$ cat src/rtl/seq_add_controller.sv
// Multi-cycle WIDTH-bit adder/subtractor that reuses one SLICE-bit ripple slice per cycle.
// Optional early completion on all-zero upper operand bits: define SEQ_ADD_ZERO_SKIP_EN.
module seq_add_controller #(
  parameter int WIDTH = 32,
  parameter int SLICE = 8
) (
  input  logic             clk,
  input  logic             rst,
  input  logic             start,
  input  logic             op_sub,
  input  logic [WIDTH-1:0] input_a,
  input  logic [WIDTH-1:0] input_b,
  input  logic             carry_in,
  output logic             busy,
  output logic             done,
  output logic [WIDTH-1:0] sum,
  output logic             carry_out,
  output logic             overflow
);

  localparam int N    = WIDTH / SLICE;
  localparam int IDXW = (N > 1) ? $clog2(N) : 1;

  typedef enum logic [1:0] {IDLE, RUN, DONE} state_t;

  state_t            state, state_next;
  logic [WIDTH-1:0]  a_r, b_r, sum_r;
  logic [IDXW-1:0]   idx;
  logic              c;
  logic              carry_out_r, overflow_r;

  logic [SLICE-1:0]  a_sl, b_sl, s;
  logic              c_next;
  logic              last;
  logic              accept;
  logic              skip;

  assign a_sl   = a_r[idx*SLICE +: SLICE];
  assign b_sl   = b_r[idx*SLICE +: SLICE];
  assign last   = (idx == IDXW'(N - 1));
  assign accept = start && ((state == IDLE) || (state == DONE));

  always_comb begin
    {c_next, s} = {1'b0, a_sl} + {1'b0, b_sl} + {{SLICE{1'b0}}, c};
  end

`ifdef SEQ_ADD_ZERO_SKIP_EN
  logic [WIDTH-1:0] upper;

  // Bits above the current slice; with no carry pending they cannot change the result.
  always_comb begin
    upper = (a_r | b_r) >> ((int'(idx) + 1) * SLICE);
    skip  = !last && !c_next && (upper == '0);
  end
`else
  assign skip = 1'b0;
`endif

  // NOTE: every combinational output gets a default first so no path leaves it unassigned (no latch).
  always_comb begin
    state_next = state;
    case (state)
      IDLE:    if (start) state_next = RUN;
      RUN:     if (last || skip) state_next = DONE;
      DONE:    state_next = start ? RUN : IDLE;
      default: state_next = IDLE;
    endcase
  end

  // NOTE: sequential state uses non-blocking assignments so all registers update from pre-edge values.
  always_ff @(posedge clk or posedge rst) begin
    if (rst) begin
      state <= IDLE;
    end else begin
      state <= state_next;
    end
  end

  always_ff @(posedge clk or posedge rst) begin
    if (rst) begin
      a_r         <= '0;
      b_r         <= '0;
      sum_r       <= '0;
      idx         <= '0;
      c           <= 1'b0;
      carry_out_r <= 1'b0;
      overflow_r  <= 1'b0;
    end else if (accept) begin
      a_r         <= input_a;
      b_r         <= op_sub ? ~input_b : input_b;
      c           <= op_sub ? 1'b1 : carry_in;
      idx         <= '0;
      sum_r       <= '0;
      carry_out_r <= 1'b0;
      overflow_r  <= 1'b0;
    end else if (state == RUN) begin
      sum_r[idx*SLICE +: SLICE] <= s;
      c   <= c_next;
      idx <= idx + 1'b1;
      if (last) begin
        carry_out_r <= c_next;
        // Carry into the MSB is recovered from the MSB sum bit and its two operand bits.
        overflow_r  <= (a_sl[SLICE-1] ^ b_sl[SLICE-1] ^ s[SLICE-1]) ^ c_next;
      end
    end
  end

  // A start accepted in DONE raises busy in the same cycle as the done pulse.
  assign busy      = (state == RUN) || ((state == DONE) && start);
  assign done      = (state == DONE);
  assign sum       = sum_r;
  assign carry_out = carry_out_r;
  assign overflow  = overflow_r;

endmodule

$ cat config.mk
export PLATFORM = sky130hd
export DESIGN_NAME = seq_add_controller
export DESIGN_NICKNAME = d
export VERILOG_FILES = /design/src/rtl/seq_add_controller.sv
export SDC_FILE = /design/constraint.sdc
export NUM_CORES = 1
export LEC_CHECK = 0
export BUFFER_PORTS_ARGS = -buffer_cell sky130_fd_sc_hd__buf_4
export CAP_MARGIN = 20
export CORE_AREA = 2 2 99 101
export DETAILED_ROUTE_END_ITERATION = 8
export DIE_AREA = 0 0 101 103
export PLACE_DENSITY = 0.83
export SETUP_SLACK_MARGIN = 0.2
export SYNTH_ARGS = -nofsm -noshare
export SYNTH_HDL_FRONTEND = slang
export SYNTH_SLANG_ARGS = --single-unit
$ cat constraint.sdc
create_clock -name clk -period 3.9 [get_ports clk]
set_input_delay 0.585 -clock clk [delete_from_list [all_inputs] [get_ports clk]]
set_output_delay 0.585 -clock clk [all_outputs]
set_load 0.02 [all_outputs]
==> results.py <==
metrics = {
    "status": {
        "status": "complete, no violations",
    },
    "synth": {
        "yosysSeqAreaShare_pct": 52.85,
        "syn-cell-area_um2": 4877,
        "async_flop_share_pct": 100.0,
        "syn_nets": 537,
        "yosys_warnings": 0,
        "synth-edff-count": 0,
        "synth_seq_cells": 103,
        "synth_most_common_cell": "nand2_1",
        "syn_avg_cell_area_um2": 10.72,
        "ys_types": 32,
        "synthCells": 455,
        "synth_top_area_share_pct": 52.85,
        "synth_commonest_cells": "144 x nand2_1, 103 x dfrtp_1, 42 x o21ai_0, 36 x xnor2_1, 29 x a22o_1",
        "synthFlopType": "dfrtp_1",
        "netlist.top_cell.by_area": "dfrtp_1",
        "synthTopCellsByArea": "dfrtp_1 53%, nand2_1 11%, mux4_2 7.4%",
    },
    "placement": {
        "dp_hpwl_mm": 8.185,
        "preCtsSetupSlack_ns": 0.7234,
        "gp_congestion": 0.8793,
        "io_buffers": 104,
        "placed_cell_area_um2": 5737,
    },
    "timing": {
        "relSlewSlack_pct": 37.32,
        "hold_violations": 0,
        "rsz0062_at_grt": "false",
        "setup_viol": 0,
        "tightest_slew_ns": 0.9325,
        "setup_ws_ns": 0.7214,
        "report.final.slew_viol_count": 0,
        "final.setup_skew_ns": 0.009228,
        "tns_ns": 0,
        "min_period_ns": 3.179,
        "fmax_ghz": 0.3146,
        "min_period_over_period_pct": 81.50,
    },
    "floorplanning": {
        "fp-row-count": 36,
        "core_um2": 9459,
        "die_h_um": 103,
        "initial_utilization_pct": 51.56,
        "die_w_um": 101,
        "dieArea_um2": 10400,
        "io_pins": 105,
    },
    "route": {
        "ant_nets": 0,
        "drc": 0,
        "viasPerCell": 5.396,
        "drtIter0Drc": 210,
        "post_drt_wl_per_cell_um": 16.29,
        "firstDrtPassIters": 4,
        "finalWirelength_mm": 10.91,
        "dr_total_vias": 3615,
    },
    "clock_network": {
        "cts_resized": 0,
        "cts.sinks": 103,
        "cts_hold_buf": 0,
        "clk_latency_ns": 0.37,
        "clock-root-buffer": "clkbuf_8",
        "clockBufferDepth": 2,
        "cts_setup_buffers": 0,
        "cts_tree": "yes",
        "ctsHtreeMaxLevel": 3,
        "clkTransAtPathRegs_ns": 0.09,
        "numCtsBuffers": 9,
    },
    "global_routing": {
        "gr-usage-met2_pct": 39.18,
        "use_met1_pct": 28.45,
        "grt_pass1_vias": 3655,
        "grt_pass1_wl_mm": 17.80,
        "track_usage_pct": 22.39,
        "grt_max_degree": 80,
        "top_usage_layer": "met2",
        "met3_usage_pct": 3.661,
        "grt_overflow": 0,
        "antenna_found_initial": 0,
    },
    "finish": {
        "design_area_um2": 5969,
        "diodes": 0,
        "syn_to_final_growth_pct": 22.40,
        "fin_nets": 633,
        "drive_above_1_share_pct": 26.62,
    },
    "critical_path": {
        "worstPathArrival_ns": 3.43,
        "critPathKind": "flip-flop to flip-flop",
        "worst_r2r_path_depth": 8,
        "cp_max_fo": 14,
        "startpoint_type": "flip-flop",
        "end_kind": "flip-flop",
        "cp.required_ns": 4.16,
    },
    "power": {
        "power_leakage_nw": 2.936,
        "pwr-share-clk_pct": 13.4,
        "pwr-share-seq_pct": 34.6,
        "swShare_pct": 42.86,
        "power.switching_mw": 2.296,
        "p_int_mw": 3.061,
        "p_per_area_nw_per_um2": 897.3,
        "p_comb_share_pct": 52.0,
        "ir_drop_mv": 0.4323,
    },
    "worst_hold_path": {
        "whs_path_depth": 3,
        "hold_class": "input port to flip-flop",
    },
    "flow_run": {
        "maxCapViolations": 0,
    },
}
## sequential cells by signal, summed over array words and instances (netlist names)
register,count
idx,2
c,1
sum,32
a_r,32
overflow,1
carry_out,1
state,2
b_r,32
## layout by cell type, fill, tap and decap left out, types with 4 or more instances in the layout
cell type,netlist,layout
a21oi_1,7,7
a22o_1,29,29
buf_4,1,108
clkbuf_8,0,9
dfrtp_1,103,103
ha_1,11,11
inv_1,12,11
mux4_2,16,16
nand2_1,144,144
nor2_1,4,4
o21ai_0,42,42
xnor2_1,36,36
## layout make-up
type | count | area, um2
Clock buffer | 11 | 131.4
Clock inverter | 5 | 81.33
Fill cell | 743 | 3490
Inverter | 12 | 47.55
Multi-Input combinational cell | 316 | 2158
Sequential cell | 103 | 2577
Tap cell | 114 | 142.6
Timing Repair Buffer | 109 | 830.8
## cell families (layout without fill, tap and decap cells)
| group | Yosys count | after routing | share of synthesized area [%] |
|---|---|---|---|
| AO/OA/AOI/OAI | 86 | 86 | 12.06 |
| XOR/XNOR | 39 | 39 | 7.004 |
| buffers and inverters | 36 | 137 | 3.002 |
| AND/OR/NAND/NOR | 162 | 162 | 14.06 |
| adder cells (fa/ha/maj) | 13 | 13 | 3.643 |
| flip-flops | 103 | 103 | 52.85 |
| multiplexers | 16 | 16 | 7.388 |
## power by group through the flow
| stage | logic, mW | clock network, mW | registers [mW] |
|---|---|---|---|
| floorplan | 1.95 | 0 | 1.85 |
| global placement | 2.64 | 0 | 1.85 |
| detailed placement | 2.76 | 0 | 1.87 |
| CTS | 2.78 | 0.724 | 1.85 |
| global route | 3.08 | 0.771 | 1.90 |
| finish | 2.79 | 0.719 | 1.85 |
## per-stage QoR
step | power [mW] | utilization, % | std cells | hold slack [ns]
floorplan | 3.801 | - | 455 | 0.4403
finish | 5.357 | 63.11 | 670 | 0.4031
CTS | 5.358 | 62.90 | 669 | 0.4027
global route | 5.753 | 63.11 | 670 | 0.4085
global placement | 4.487 | 60.65 | 653 | 0.4575
detailed placement | 4.633 | 60.65 | 653 | 0.4622
## critical path, cell delays in order, from the launching register on
cell and delay (ns):
dfrtp_1 0.66, buf_4 0.37, mux4_2 0.57, ha_1 0.32
a211oi_2 0.26, nor3_1 0.11, a2111oi_4 0.34, xnor2_1 0.20
a22o_1 0.24
## metal layers
layer | routed length [um] | part of all wire, %
met5 | 0 | 0
met4 | 235 | 2.2
met3 | 535 | 4.9
met2 | 5524 | 51
met1 | 4617 | 42
## path summary, 6_finish.rpt
kind                       slack [ns]   startpoint  endpoint
setup / recovery                 0.72       idx[0]   sum[23]
max in group asynchronous        2.58          rst   sum[22]
hold / removal                   0.40  input_a[15]   a_r[15]
setup reg to reg                 0.72       idx[0]   sum[23]
min in group asynchronous        0.43          rst    sum[3]
hold reg to reg                  0.49       b_r[3]    b_r[3]
Note: power is estimated with default switching activity, not from simulation.
